===== config.mk =====
export PLATFORM = sky130hd
export DESIGN_NAME = bin2bcd_seq_flat
export DESIGN_NICKNAME = d
export VERILOG_FILES = /design/src/rtl/bin2bcd_seq_if.sv /design/src/rtl/bin2bcd_seq.sv /design/src/flat_wrapper.sv
export SDC_FILE = /design/constraint.sdc
export NUM_CORES = 1
export LEC_CHECK = 0
export CORE_MARGIN = 3
export CORE_UTILIZATION = 40
export DETAILED_ROUTE_END_ITERATION = 8
export PLACE_DENSITY = 0.63
export SETUP_SLACK_MARGIN = 0.3
export SYNTH_ARGS = -nofsm -noshare
export SYNTH_HDL_FRONTEND = slang
export SYNTH_SLANG_ARGS = --single-unit

===== constraint.sdc =====
create_clock -name clk -period 4.1 [get_ports clk]
set_input_delay 0.615 -clock clk [delete_from_list [all_inputs] [get_ports clk]]
set_output_delay 0.615 -clock clk [all_outputs]
set_load 0.01 [all_outputs]

===== src/rtl/bin2bcd_seq_if.sv =====
// Handshake and display bus of the sequential binary-to-BCD converter.
// The master requests conversions; the slave (converter) drives status and digits.
interface bin2bcd_seq_if #(
  parameter int WIDTH = 27
);
  logic             start;
  logic [WIDTH-1:0] value;
  logic             busy;
  logic             done;
  logic             ovf;
  logic [3:0]       d1, d2, d3, d4, d5, d6, d7, d8;

  modport master (
    output start, value,
    input  busy, done, ovf, d1, d2, d3, d4, d5, d6, d7, d8
  );

  modport slave (
    input  start, value,
    output busy, done, ovf, d1, d2, d3, d4, d5, d6, d7, d8
  );
endinterface


===== src/rtl/bin2bcd_seq.sv =====
// Sequential double-dabble converter: WIDTH shift cycles plus one commit cycle.
// Digits and ovf change only on the done edge, so the LED scanner never sees partial results.
module bin2bcd_seq #(
  parameter int WIDTH = 27   // legal range 4..27
) (
  input  logic          clk,
  input  logic          nreset,
  bin2bcd_seq_if.slave  bus
);

  localparam int CNT_W = $clog2(WIDTH + 1);

  typedef enum logic [1:0] {
    S_IDLE   = 2'd0,
    S_SHIFT  = 2'd1,
    S_FINISH = 2'd2
  } state_t;

  state_t             r_state;
  state_t             w_next;
  logic [WIDTH-1:0]   r_bin;
  logic [35:0]        r_bcd;
  logic [CNT_W-1:0]   r_cnt;
  logic [31:0]        r_digits;
  logic               r_ovf;
  logic               r_done;
  logic [35:0]        w_bcd_adj;
  logic               w_busy;
  logic               w_load;
  logic               w_shift;
  logic               w_finish;

  function automatic logic [3:0] f_add3(input logic [3:0] d);
    if (d >= 4'd5) begin
      return d + 4'd3;
    end else begin
      return d;
    end
  endfunction

  // State register
  always_ff @(posedge clk or negedge nreset) begin
    if (!nreset) begin
      r_state <= S_IDLE;
    end else begin
      r_state <= w_next;
    end
  end

  // Next-state logic; start is only honoured in IDLE so requests while busy are dropped
  always_comb begin
    w_next = r_state;
    case (r_state)
      S_IDLE: begin
        if (bus.start) begin
          w_next = S_SHIFT;
        end else begin
          w_next = S_IDLE;
        end
      end
      S_SHIFT: begin
        if (r_cnt == CNT_W'(1)) begin
          w_next = S_FINISH;
        end else begin
          w_next = S_SHIFT;
        end
      end
      S_FINISH: w_next = S_IDLE;
      default:  w_next = S_IDLE;
    endcase
  end

  // Output decode of the registered state
  always_comb begin
    w_busy   = 1'b0;
    w_load   = 1'b0;
    w_shift  = 1'b0;
    w_finish = 1'b0;
    case (r_state)
      S_IDLE: begin
        w_busy = 1'b0;
        w_load = bus.start;
      end
      S_SHIFT: begin
        w_busy  = 1'b1;
        w_shift = 1'b1;
      end
      S_FINISH: begin
        w_busy   = 1'b1;
        w_finish = 1'b1;
      end
      default: begin
        w_busy = 1'b0;
      end
    endcase
  end

  // Add-3 correction of all nine digits ahead of the shift
  always_comb begin
    w_bcd_adj = 36'd0;
    for (int i = 0; i < 9; i++) begin
      w_bcd_adj[i*4 +: 4] = f_add3(r_bcd[i*4 +: 4]);
    end
  end

  // Datapath: capture, shift, then commit digits with saturation above 99_999_999
  always_ff @(posedge clk or negedge nreset) begin
    if (!nreset) begin
      r_bin    <= '0;
      r_bcd    <= 36'd0;
      r_cnt    <= '0;
      r_digits <= 32'd0;
      r_ovf    <= 1'b0;
      r_done   <= 1'b0;
    end else begin
      r_done <= 1'b0;
      if (w_load) begin
        r_bin <= bus.value;
        r_bcd <= 36'd0;
        r_cnt <= CNT_W'(WIDTH);
      end else if (w_shift) begin
        r_bcd <= {w_bcd_adj[34:0], r_bin[WIDTH-1]};
        r_bin <= {r_bin[WIDTH-2:0], 1'b0};
        r_cnt <= r_cnt - CNT_W'(1);
      end else if (w_finish) begin
        r_ovf  <= (r_bcd[35:32] != 4'd0);
        r_done <= 1'b1;
        if (r_bcd[35:32] != 4'd0) begin
          r_digits <= 32'h9999_9999;
        end else begin
          r_digits <= r_bcd[31:0];
        end
      end
    end
  end

  assign bus.busy = w_busy;
  assign bus.done = r_done;
  assign bus.ovf  = r_ovf;
  assign bus.d1   = r_digits[3:0];
  assign bus.d2   = r_digits[7:4];
  assign bus.d3   = r_digits[11:8];
  assign bus.d4   = r_digits[15:12];
  assign bus.d5   = r_digits[19:16];
  assign bus.d6   = r_digits[23:20];
  assign bus.d7   = r_digits[27:24];
  assign bus.d8   = r_digits[31:28];

endmodule


===== src/flat_wrapper.sv =====
// flat-port wrapper written by rule: the top's interface ports become plain ports
module bin2bcd_seq_flat 
#(
  parameter int WIDTH = 27                       
)
  (clk, nreset, bus_start, bus_value, bus_busy, bus_done, bus_ovf, bus_d1, bus_d2, bus_d3, bus_d4, bus_d5, bus_d6, bus_d7, bus_d8);
  bin2bcd_seq_if #(.WIDTH(WIDTH)) bus_i ();
  input  logic clk;
  input  logic nreset;
  input wire logic [$bits(bus_i.start)-1:0] bus_start;
  input wire logic [$bits(bus_i.value)-1:0] bus_value;
  output wire logic [$bits(bus_i.busy)-1:0] bus_busy;
  output wire logic [$bits(bus_i.done)-1:0] bus_done;
  output wire logic [$bits(bus_i.ovf)-1:0] bus_ovf;
  output wire logic [$bits(bus_i.d1)-1:0] bus_d1;
  output wire logic [$bits(bus_i.d2)-1:0] bus_d2;
  output wire logic [$bits(bus_i.d3)-1:0] bus_d3;
  output wire logic [$bits(bus_i.d4)-1:0] bus_d4;
  output wire logic [$bits(bus_i.d5)-1:0] bus_d5;
  output wire logic [$bits(bus_i.d6)-1:0] bus_d6;
  output wire logic [$bits(bus_i.d7)-1:0] bus_d7;
  output wire logic [$bits(bus_i.d8)-1:0] bus_d8;
  assign bus_i.start = bus_start;
  assign bus_i.value = bus_value;
  assign bus_busy = bus_i.busy;
  assign bus_done = bus_i.done;
  assign bus_ovf = bus_i.ovf;
  assign bus_d1 = bus_i.d1;
  assign bus_d2 = bus_i.d2;
  assign bus_d3 = bus_i.d3;
  assign bus_d4 = bus_i.d4;
  assign bus_d5 = bus_i.d5;
  assign bus_d6 = bus_i.d6;
  assign bus_d7 = bus_i.d7;
  assign bus_d8 = bus_i.d8;
  bin2bcd_seq #(.WIDTH(WIDTH)) u_core (.clk(clk), .nreset(nreset), .bus(bus_i));
endmodule

# Word-level counts from Yosys, hierarchy flattened
# Cells that the tools add are included.
word_totals:
  regBits: 104
  output_inout_bits: 35
  wordCells: 62
op_classes:
  muxes: 26
  reduce_logical: 5
  n_lt_le_gt_ge: 9
  bitwise: 2
  n_eq_ne: 3
  n_addsub: 10
op_table:
  columns: ["operator", "count"]
  rows:
  - ["2-to-1 mux 36 bit", 2]
  - ["2-to-1 mux 27 bit", 2]
  - [">= comparator 4 x 3 -> 1 bit (second input constant)", 9]
  - ["adder 4 x 2 -> 4 bit (second input constant)", 8]
  - ["2-to-1 mux 32 bit", 1]
  - ["2-to-1 mux 4 bit", 8]
  - ["2-to-1 mux 5 bit", 2]
  - ["2-to-1 mux 1 bit", 8]
  - ["equality test 5 x 1 -> 1 bit (second input constant)", 1]
  - ["subtractor 5 x 1 -> 5 bit (second input constant)", 1]
  - ["one-hot mux 2 bit (2 select lines)", 1]
  - ["nonzero test 4 bit", 1]
  - ["adder 3 x 2 -> 3 bit (second input constant)", 1]
  - ["2-to-1 mux 3 bit", 1]
  - ["AND reduction 3 bit", 1]
  - ["equality test 2 x 1 -> 1 bit (second input constant)", 1]
  - ["equality test 2 bit (second input constant)", 1]
  - ["logical NOT 2 bit", 1]
  - ["2-to-1 mux 2 bit", 1]
  - ["NOT 1 bit", 2]
  - ["nonzero test 2 bit", 1]
  - ["OR reduction 2 bit", 1]

# Logic depth before layout (Yosys ltp)
# Gate-level depths: netlist of run 1.
logic_depth:
  ltp_word: 5
  depth_mapped: 8

# Worst setup path after synthesis of run 1
# Ideal clock, no wire load.
synth_path:
  kind: "input-to-reg"
  start: "input port bus_start"
  end: "register u_core.r_bcd[34]"
  t_required_ps: 3996
  n_path_buf: 1
  setup_time_ps: 104
  path_stages: 4
  setup_slack_ps: 2550
  t_arrival_ps: 1446
  cell_sequence: "and2_4 -> buf_6 -> or4b_1 -> o311ai_1"
synth_via:
  elab_chain_len: 2
synth_lines:
  columns: ["element", "line_no", "text"]
  rows:
  - ["from (decl)", "flat_wrapper.sv:10", "input wire logic [$bits(bus_i.start)-1:0] bus_start;"]
  - ["2-to-1 mux 1 bit (*)", "bin2bcd_seq.sv:79", "case (r_state)"]
  - ["2-to-1 mux 36 bit / nonzero test 2 bit (equally long branches)", null, null]
  - ["to (signal assigned)", "bin2bcd_seq.sv:122", "r_bcd <= {w_bcd_adj[34:0], r_bin[WIDTH-1]};"]
  - ["to (decl)", "bin2bcd_seq.sv:22", "logic [35:0] r_bcd;"]
# Mark *: on every way between the ends. The rest lies on a longest branch, timed or not.
# A chain may end at the register's enable or synchronous reset.

# Worst setup path after layout of run 1
layout_path:
  start: "register u_core.r_state[0]"
  end: "register u_core.r_digits[24]"
layout_via:
  elab_chain_len: 4
layout_lines:
  columns: ["element", "line_no", "text"]
  rows:
  - ["from (decl)", "bin2bcd_seq.sv:19", "state_t r_state;"]
  - ["from (signal assigned)", "bin2bcd_seq.sv:46", "r_state <= w_next;"]
  - ["equality test 2 x 1 -> 1 bit / logical NOT 2 bit (equally long branches)", "bin2bcd_seq.sv:79", null]
  - ["2-to-1 mux 1 bit", "bin2bcd_seq.sv:79", null]
  - ["NOT 1 bit (no line)", null, null]
  - ["AND reduction 3 bit (no line) (*)", null, null]
  - ["to (signal assigned)", "bin2bcd_seq.sv:131", "r_digits <= r_bcd[31:0];"]
  - ["to (decl)", "bin2bcd_seq.sv:24", "logic [31:0] r_digits;"]
# Marked as above.

==> reports/results.ini, run 1 <==
[placement]
place_inst = 771
hpwlAfterDp_um = 7199
gp_congestion = 0.8143
port-buffer-count = 64

[finish]
multi_input_area_mm2 = 0.002321
fin_nets = 664
finalNonFillerCells = 786
fillCellCount = 1218
drive_gt1_share_pct = 3.746
regArea_mm2 = 0.002603
syn_to_final_growth_pct = 19.22
diodes = 0

[synth]
post-synth-top-count-cell = dfrtp_1
synth_top_area_share_pct = 49.42
synth_edf_count = 0
yosys_warnings = 0
synthArstFlopShare_pct = 100.0
synth-seq-area-share_pct = 49.42
synthesis.instances = 568
synth_area_mm2 = 0.005266
ys_ff_latch = 104
synthTopCellsByCount = 104 x dfrtp_1, 65 x nand2_1, 57 x o21ai_1
syn_nets = 622
synth_ff_type = dfrtp_1
synth_cell_types = 37
avgSynthCellArea_um2 = 9.272
synth_area_leaders = dfrtp_1 49%, ha_1 5.7%, o21ai_1 5.4%
yosys.area.top_type = dfrtp_1

[global_route]
use_met3_pct = 4.771
gr-total-overflow = 0
gr-usage-all-layers_pct = 15.65
grt_max_degree = 97
grt_pass1_wl_um = 18580
grt_util_met1_pct = 18.73
busiest_layer = met2
antenna_found_initial = 0
grt_use_met2_pct = 27.03
grt_pass1_vias = 4075

[sta]
period_share_pct = 60.59
setup_violations = 0
tightest_slew_ns = 1.012
rsz0062_at_grt = false
hold_viol_final = 0
slew_viol_final = 0
skew_ns = 0.005398
max_slew_margin_pct = 32.51
tns_ns = 0
fmax_ghz = 0.4025
period_needed_ns = 2.484

[worst_setup_path]
crit_path_max_fanout = 24
crit_type = flop to flop
path_cells = inv_1 -> ha_1 -> and4bb_1 -> a21oi_1
worstSetupStartpointType = flop
endpoint_kind = flop
cp_slowest_cell = and4bb_1
worst-endpoint-arrival_ns = 2.67
required_ns = 4.28
slowest_delay_ns = 0.99

[clock_network]
cts_buffer_depth = 2
post_cts_resized = 0
root_buffer = clkbuf_16
cts_tree = done
clk_latency_ns = 0.34
cts_hold_buf = 0
clk_pin_slew_worst_paths_ns = 0.06
cts_sinks = 104
post_cts_buffers = 0
numCtsBuffers = 9
htreeDepth = 3

[route]
ant_nets = 0
vias_per_cell = 5.216
drt_iter0_markers = 285
wirelength_um = 10830
wl_per_cell_um = 13.78
drc = 0
num_vias = 4100
first_pass_iters = 4

[floorplan]
start_util_pct = 41.39
io_pins = 65
core_mm2 = 0.01272
fp.dieArea_mm2 = 0.01458
placementRows = 41
die_w_um = 120.7
dieHeight_um = 120.7

[pwr]
leakage_nw = 2.793
ir_worst_vdd_mv = 0.2671
power.density_mw_per_mm2 = 710.7
finalPower_mw = 4.462

[status]
status = finished, final reports clean

[flow_run]
cap_viol_max_count = 0

[hold_path]
hold_class = input port to async pin

registers in the layout (all words and copies together) (netlist names):
signal and cells:
u_core.bus.done 1, u_core.r_digits 32, u_core.r_state 2, u_core.bus.ovf 1, u_core.r_bin 27, u_core.r_cnt 5, u_core.r_bcd 36
logic make-up (layout without fill, tap and decap cells):
| group | count (synthesis) | in the layout | share of synthesized area, % |
|---|---|---|---|
| xor+xnor | 5 | 5 | 0.8317 |
| simple gates | 169 | 169 | 15.63 |
| buf+inv | 85 | 131 | 6.747 |
| mux | 28 | 28 | 5.346 |
| compound gates | 153 | 153 | 16.32 |
| fa+ha+maj | 24 | 24 | 5.702 |
| flops | 104 | 104 | 49.42 |
critical path: cells and delay by family (launching register included):
family	cells	cell delay (ns)
simple gates	1	0.99
fa+ha+maj	1	0.66
flops	1	0.41
compound gates	1	0.17
buf+inv	1	0.10
metrics by stage:
step                cell area [um^2]  setup slack [ns]  util, %  hold slack [ns]
finish                          6279             1.616    49.35           0.2757
CTS                             6279             1.580    49.35           0.3029
detailed placement              5991             1.567    47.09           0.5005
global route                    6279             1.313    49.35           0.3275
global placement                5991             1.677    47.09           0.4877
floorplan                       5266             2.550        -           0.3194
final cells by class:
class	instances	area share, %
Clock buffer	11	3.866
Sequential cell	104	41.45
Inverter	47	2.810
Tap cell	172	3.428
Multi-Input combinational cell	379	36.97
Clock inverter	4	0.7174
Timing Repair Buffer	69	10.76
per-layer routing:
metal  vias to the layer above  routed length (um)
li1                       2026                   -
met4                         0                 148
met5                         -                   0
met1                      1956                4851
met3                        11                 704
met2                       107                5125
where the power goes:
group | internal [mW] | total [mW] | switching, mW
logic | 0.878 | 1.92 | 1.04
clock network | 0.484 | 0.842 | 0.358
registers | 1.37 | 1.70 | 0.336
worst paths after layout:
kind,start,endpoint,slack [ns],depth (start not counted)
setup reg to reg,u_core.r_state[0],u_core.r_digits[24],1.62,4
setup / recovery,u_core.r_state[0],u_core.r_digits[24],1.62,4
hold / removal,nreset,u_core.r_digits[27],0.28,1
max in group asynchronous,nreset,u_core.r_bcd[9],2.99,2
hold reg to reg,u_core.r_digits[18],u_core.r_digits[18],0.51,2
min in group clk,u_core.r_digits[18],u_core.r_digits[18],0.51,2
cells in the final DEF, fill, tap and decap left out, types with 9 or more instances in the layout:
cell               n
inv_1             47
nor3_1            10
nand4_1           15
nand2b_1          16
clkbuf_16          9
mux2i_1           27
o22ai_1           15
nand2_1           65
ha_1              23
o21ai_0           12
clkdlybuf4s50_1   63
a31oi_1           11
o21ai_1           57
nand3_1            9
dfrtp_1          104
a21oi_1           37
nor2_1            33
Power figures use the tool's default switching activity.
==> inputs of run 2 (changes only) <==
Settings changed: PLACE_DENSITY 0.63 to 0.65.
Clock period 4.1 ns to 2.03 ns, I/O delays scaled along.
==> reports/results.ini, run 2 (same netlist as run 1, synthesis figures left out) <==
[status]
status = finished, final reports clean  ; unchanged

[finish]
fillCellCount = 1248  ; was 1218
multi_input_area_mm2 = 0.002321  ; unchanged
top_register = u_core.r_bcd  ; unchanged
regArea_mm2 = 0.002603  ; unchanged
syn_to_final_growth_pct = 21.24  ; was 19.22%
reg.largest.list = u_core.r_bcd: 36 flops, u_core.r_digits: 32 flops, u_core.r_bin: 27 flops  ; unchanged
layout_common_cells = 104 x dfrtp_1, 65 x nand2_1, 62 x clkdlybuf4s50_1, 57 x o21ai_1, 46 x inv_1  ; was 104 x dfrtp_1, 65 x nand2_1, 63 x clkdlybuf4s50_1, 57 x o21ai_1, 47 x inv_1
finalNonFillerCells = 796  ; was 786
fin_nets = 674  ; was 664
diodes = 0  ; unchanged
drive_gt1_share_pct = 4.808  ; was 3.746%
final_common_cell = dfrtp_1  ; unchanged
largest_reg_flops = 36  ; unchanged
fin_area_mm2 = 0.006385  ; was 0.006279 mm^2

[sta]
setup_violations = 0  ; unchanged
skew_ns = 0.006198  ; was 0.005398 ns
period_share_pct = 81.88
tightest_slew_ns = 0.4811  ; was 1.012 ns
hold_viol_final = 0  ; unchanged
setup_ws_ns = 0.3678  ; was 1.616 ns
timing.hold.ws_ns = 0.3475  ; was 0.2757 ns
rsz0062_at_grt = false  ; unchanged
period_needed_ns = 1.662
slew_viol_final = 0  ; unchanged
max_slew_margin_pct = 67.93  ; was 32.51%
tns_ns = 0  ; unchanged
fmax_ghz = 0.6016

[worst_setup_path]
worstSetupStartpointType = flop  ; unchanged
crit_type = flop to output port  ; was flop to flop
slowest_delay_ns = 0.39  ; was 0.99 ns
required_ns = 1.73  ; was 4.28 ns
worst-endpoint-arrival_ns = 1.36  ; was 2.67 ns
critPathTopFamily = flip-flops  ; was simple AND/OR/NAND/NOR gates
r2r-start = u_core.r_bcd[9]  ; was u_core.r_state[0]
endpoint_kind = output port  ; was flop
crit_path_max_fanout = 2  ; was 24
crit_cells = 3  ; was 4
crit_buf_inv = 2  ; was 1
reg2reg_to = u_core.r_bcd[10]  ; was u_core.r_digits[24]
cp_slowest_cell = dfrtp_1  ; was and4bb_1
r2r_cells = 6  ; was 4
rrSetupSlack_ns = 0.43  ; was 1.62 ns
path_cells = inv_2 -> ha_1 -> dlygate4sd2_1  ; was inv_1 -> ha_1 -> and4bb_1 -> a21oi_1

[placement]
port-buffer-count = 64  ; unchanged
place_area_mm2 = 0.006093  ; was 0.005991 mm^2
pre_cts_ws_ns = 0.3567  ; was 1.567 ns
hpwlAfterDp_um = 7465  ; was 7199 um
gp_congestion = 0.8343  ; was 0.8143
place_inst = 778  ; was 771

[route]
wl_met2_um = 5162  ; was 5125 um
wl_met1_um = 5007  ; was 4851 um
drt_iter0_markers = 309  ; was 285
highest_layer = met4  ; unchanged
num_vias = 4172  ; was 4100
wirelength_um = 10950  ; was 10830 um
vias_per_cell = 5.241  ; was 5.216
first_pass_iters = 5  ; was 4
wl_per_cell_um = 13.76  ; was 13.78 um
drc = 0  ; unchanged
wl_met3_um = 565  ; was 704 um
ant_nets = 0  ; unchanged

[floorplan]
fp.dieArea_mm2 = 0.01458  ; unchanged
start_util_pct = 41.39  ; unchanged
io_pins = 65  ; unchanged
dieHeight_um = 120.7  ; unchanged
core_mm2 = 0.01272  ; unchanged
die_w_um = 120.7  ; unchanged
placementRows = 41  ; unchanged

[pwr]
ir_worst_vdd_mv = 0.6907  ; was 0.2671 mV
power.density_mw_per_mm2 = 1424  ; was 710.7 mW/mm^2
leakage_nw = 2.843  ; was 2.793 nW

[hold_path]
hold_class = input port to async pin  ; unchanged

[clock_network]
numCtsBuffers = 9  ; unchanged
cts_buffer_depth = 2  ; unchanged
clk_latency_ns = 0.35  ; was 0.34 ns
clk_pin_slew_worst_paths_ns = 0.06  ; about the same
root_buffer = clkbuf_16  ; unchanged
cts_sinks = 104  ; unchanged
cts_tree = done  ; unchanged
htreeDepth = 3  ; unchanged

[global_route]
grt_pass1_wl_um = 18800  ; was 18580 um
grt_max_degree = 91  ; was 97
gr-total-overflow = 0  ; unchanged
antenna_found_initial = 0  ; unchanged
gr-usage-all-layers_pct = 16.00  ; was 15.65%
grt_pass1_vias = 4026  ; was 4075

[flow_run]
cap_viol_max_count = 0  ; unchanged

-- run 2: cell count changes in the layout (fill, tap and decap cells not counted), moves of 3 or more --
| cell | delta |
|---|---|
| clkbuf_1 | +3 |
| buf_12 | +4 |
| clkinv_2 | -3 |
| buf_4 | +5 |
-- run 2: layer usage --
layer  vias to the layer above  global-route usage [%]
met5                         -                       0
met4                         0                   8.003
met3                        12                   3.040
met2                       111                   26.13
met1                      1991                   20.36
li1                       2058                       -
-- run 2: layout make-up --
class	count	area share [%]
sequential	104	40.76
clock buffer	15	4.194
timing repair buffer	79	12.56
multi-input combinational	379	36.35
tap	172	3.371
inverter	47	2.763
-- run 2: repair_timing --
| item | 4_1_cts | 5_1_grt |
|---|---|---|
| buffers inserted | 1 | 1 |
| hold buffers | 1 | 0 |
| gates resized for setup | 1 | 1 |
| pin swaps | 0 | 1 |
| endpoints found under the setup margin | 1 | 2 |
| endpoints found under the hold margin | 14 | 0 |
-- run 2: worst max path at each step --
stage                      startpoint               end  slack, ns
global placement            bus_start  u_core.r_bcd[34]       0.39
floorplan           u_core.r_state[0]  u_core.r_bcd[34]       0.53
finish              u_core.r_state[1]          bus_busy       0.37
global route          u_core.r_bcd[8]  u_core.r_bcd[10]       0.31
CTS                 u_core.r_state[1]          bus_busy       0.31
detailed placement          bus_start  u_core.r_bcd[34]       0.36
-- run 2: where the power goes --
part	leakage, nW	internal [mW]	switching [mW]
combinational	1.46	1.90	2.15
sequential	1.25	2.76	0.678
clock	0.130	0.894	0.711
total	2.84	5.55	3.54
-- run 2: stage by stage --
stage	utilization (%)	total power [mW]
after CTS	50.13	9.155
final	50.19	9.090
after global routing	50.19	9.926
after floorplan	-	6.543
after detailed placement	47.90	7.494
after global placement	47.90	7.291
==> inputs of run 3 (changes only) <==
Settings changed: PLACE_DENSITY 0.65 to 0.63.
Clock period 2.03 ns to 1.58 ns, I/O delays scaled along.
==> reports/results.ini, run 3 (same netlist as run 1, synthesis figures left out) <==
[sta]
rsz0062_at_grt = true  ; was false
max_slew_margin_pct = 70.39  ; was 67.93%
period_share_pct = 94.66
setup_violations = 0  ; unchanged
fmax_ghz = 0.6686
tns_ns = 0  ; unchanged
slew_viol_final = 0  ; unchanged
tightest_slew_ns = 0.4442  ; was 0.4811 ns
hold_viol_final = 0  ; unchanged
period_needed_ns = 1.496
skew_ns = 0.007188  ; was 0.006198 ns

[global_route]
gr-usage-all-layers_pct = 18.39  ; was 16.00%
gr-total-overflow = 0  ; unchanged
antenna_found_initial = 0  ; unchanged
grt_max_degree = 51  ; was 91
grt_pass1_wl_um = 21750  ; was 18800 um
grt_pass1_vias = 4488  ; was 4026

[clock_network]
root_buffer = clkbuf_16  ; unchanged
clk_latency_ns = 0.35  ; about the same
cts_sinks = 104  ; unchanged
htreeDepth = 3  ; unchanged
cts_buffer_depth = 2  ; unchanged
cts_tree = done  ; unchanged
clk_pin_slew_worst_paths_ns = 0.07  ; was 0.06 ns
numCtsBuffers = 9  ; unchanged

[pwr]
ir_worst_vdd_mv = 1.071  ; was 0.6907 mV
finalPower_mw = 15.31  ; was 9.090 mW
power.density_mw_per_mm2 = 2008  ; was 1424 mW/mm^2
leakage_nw = 3.398  ; was 2.843 nW

[worst_setup_path]
crit_buf_inv = 4  ; was 2
critPathTopFamily = buffers and inverters  ; was flip-flops
crit_path_max_fanout = 8  ; was 2
path_cells = buf_6 -> ha_4 -> buf_12 -> buf_12 -> buf_16 -> o21ai_2 -> nand2_1 -> a21oi_2  ; was inv_2 -> ha_1 -> dlygate4sd2_1
worst_path_most_repeated_cell = buf_12
crit_type = flop to flop  ; was flop to output port
endpoint_kind = flop  ; was output port
required_ns = 1.86  ; was 1.73 ns
slowest_delay_ns = 0.41  ; was 0.39 ns
worst-endpoint-arrival_ns = 1.78  ; was 1.36 ns
cp_slowest_cell = dfrtp_1  ; unchanged
worstSetupStartpointType = flop  ; unchanged

[route]
ant_nets = 0  ; unchanged
num_vias = 4555  ; was 4172
wirelength_um = 13710  ; was 10950 um
first_pass_iters = 4  ; was 5
drc = 0  ; unchanged
wl_per_cell_um = 16.19  ; was 13.76 um
vias_per_cell = 5.378  ; was 5.241
drt_iter0_markers = 285  ; was 309

[status]
status = finished, final reports clean  ; unchanged

[finish]
top_register = u_core.r_bcd  ; unchanged
fin_nets = 725  ; was 674
finalCoreUtilization_pct = 59.90  ; was 50.19%
diodes = 0  ; unchanged
fillCellCount = 1110  ; was 1248
reg.largest.list = u_core.r_bcd: 36 flops, u_core.r_digits: 32 flops, u_core.r_bin: 27 flops  ; unchanged
layout_common_cells = 100 x dfrtp_1, 58 x nand2_1, 39 x inv_1, 39 x o21ai_1, 32 x nor2_1  ; was 104 x dfrtp_1, 65 x nand2_1, 62 x clkdlybuf4s50_1, 57 x o21ai_1, 46 x inv_1
drive_gt1_share_pct = 25.78  ; was 4.808%
fin_area_mm2 = 0.007621  ; was 0.006385 mm^2
largest_reg_flops = 36  ; unchanged
final_common_cell = dfrtp_1  ; unchanged
syn_to_final_growth_pct = 44.71  ; was 21.24%
finalNonFillerCells = 847  ; was 796

[floorplan]
fp.dieArea_mm2 = 0.01458  ; unchanged
placementRows = 41  ; unchanged
io_pins = 65  ; unchanged
core_mm2 = 0.01272  ; unchanged
die_w_um = 120.7  ; unchanged
start_util_pct = 41.39  ; unchanged
dieHeight_um = 120.7  ; unchanged

[placement]
hpwlAfterDp_um = 7671  ; was 7465 um
port-buffer-count = 64  ; unchanged
place_inst = 784  ; was 778
gp_congestion = 0.8512  ; was 0.8343
place_area_mm2 = 0.006207  ; was 0.006093 mm^2

[hold_path]
hold_class = input port to async pin  ; unchanged

[flow_run]
cap_viol_max_count = 0  ; unchanged

run 3: cell count changes in the layout (fill, tap and decap cells not counted), moves of 18 or more:
cell	change
a21oi_1	-20
dlygate4sd2_1	+23
o21ai_1	-18
clkdlybuf4s50_1	-34
a21oi_2	+18
run 3: final timing paths:
| kind | cells after the start | to | slack (ns) | from |
|---|---|---|---|---|
| min in group clk | 3 | u_core.r_bin[9] | 0.43 | bus_value[9] |
| worst min register to register | 2 | u_core.bus.ovf | 0.49 | u_core.bus.ovf |
| max in group asynchronous | 3 | u_core.r_bcd[28] | 0.59 | nreset |
| worst max-delay path | 8 | u_core.r_bcd[27] | 0.08 | u_core.r_state[0] |
| worst max register to register | 8 | u_core.r_bcd[27] | 0.08 | u_core.r_state[0] |
| worst min-delay path | 2 | u_core.r_digits[23] | 0.37 | nreset |
run 3: cell type report:
| type | instances | area [um^2] | area share [%] |
|---|---|---|---|
| timing repair buffer | 130 | 1604 | 21.05 |
| inverter | 47 | 176.4 | 2.315 |
| clock inverter | 3 | 42.54 | 0.5582 |
| multi-input combinational | 379 | 2729 | 35.81 |
| clock buffer | 12 | 246.5 | 3.234 |
| sequential | 104 | 2608 | 34.21 |
| tap | 172 | 215.2 | 2.824 |
run 3: worst register-to-register path, stage by stage, from the launching register on:
cell	delay, ns
dfrtp_1	0.41
buf_6	0.13
ha_4	0.17
buf_12	0.15
buf_12	0.13
buf_16	0.15
o21ai_2	0.07
nand2_1	0.09
a21oi_2	0.14
run 3: layer usage:
layer | share of wire, % | GRT usage (%) | vias up
met4 | 2.0 | 5.949 | 0
met1 | 44 | 24.35 | 2263
met3 | 3.6 | 2.713 | 26
li1 | - | - | 2166
met5 | 0 | 0 | -
met2 | 50 | 31.09 | 100
run 3: power by group:
group / leakage, nW / internal [mW] / switching [mW] / total, mW
sequential: 1.25 / 3.56 / 1.06 / 4.61
combinational: 2.01 / 4.57 / 3.91 / 8.48
clock: 0.139 / 1.26 / 0.953 / 2.22
run 3: metrics by stage:
stage / setup WS (ns) / hold slack [ns]
finish: 0.08441 / 0.3682
global placement: 0.05997 / 0.2055
CTS: 0.1041 / 0.3921
global route: 0.02053 / 0.4061
detailed placement: 0.04978 / 0.2102
floorplan: 0.1171 / -0.05859
run 3: timing repair:
item                                    4_1_cts  5_1_grt
gates cloned                                  9        5
setup buffers                                26        7
resized for setup                            99       75
endpoints found under the setup margin      134      114
hold endpoints to repair                     29        0
pin swaps                                    14       27
hold buffers                                  1        0
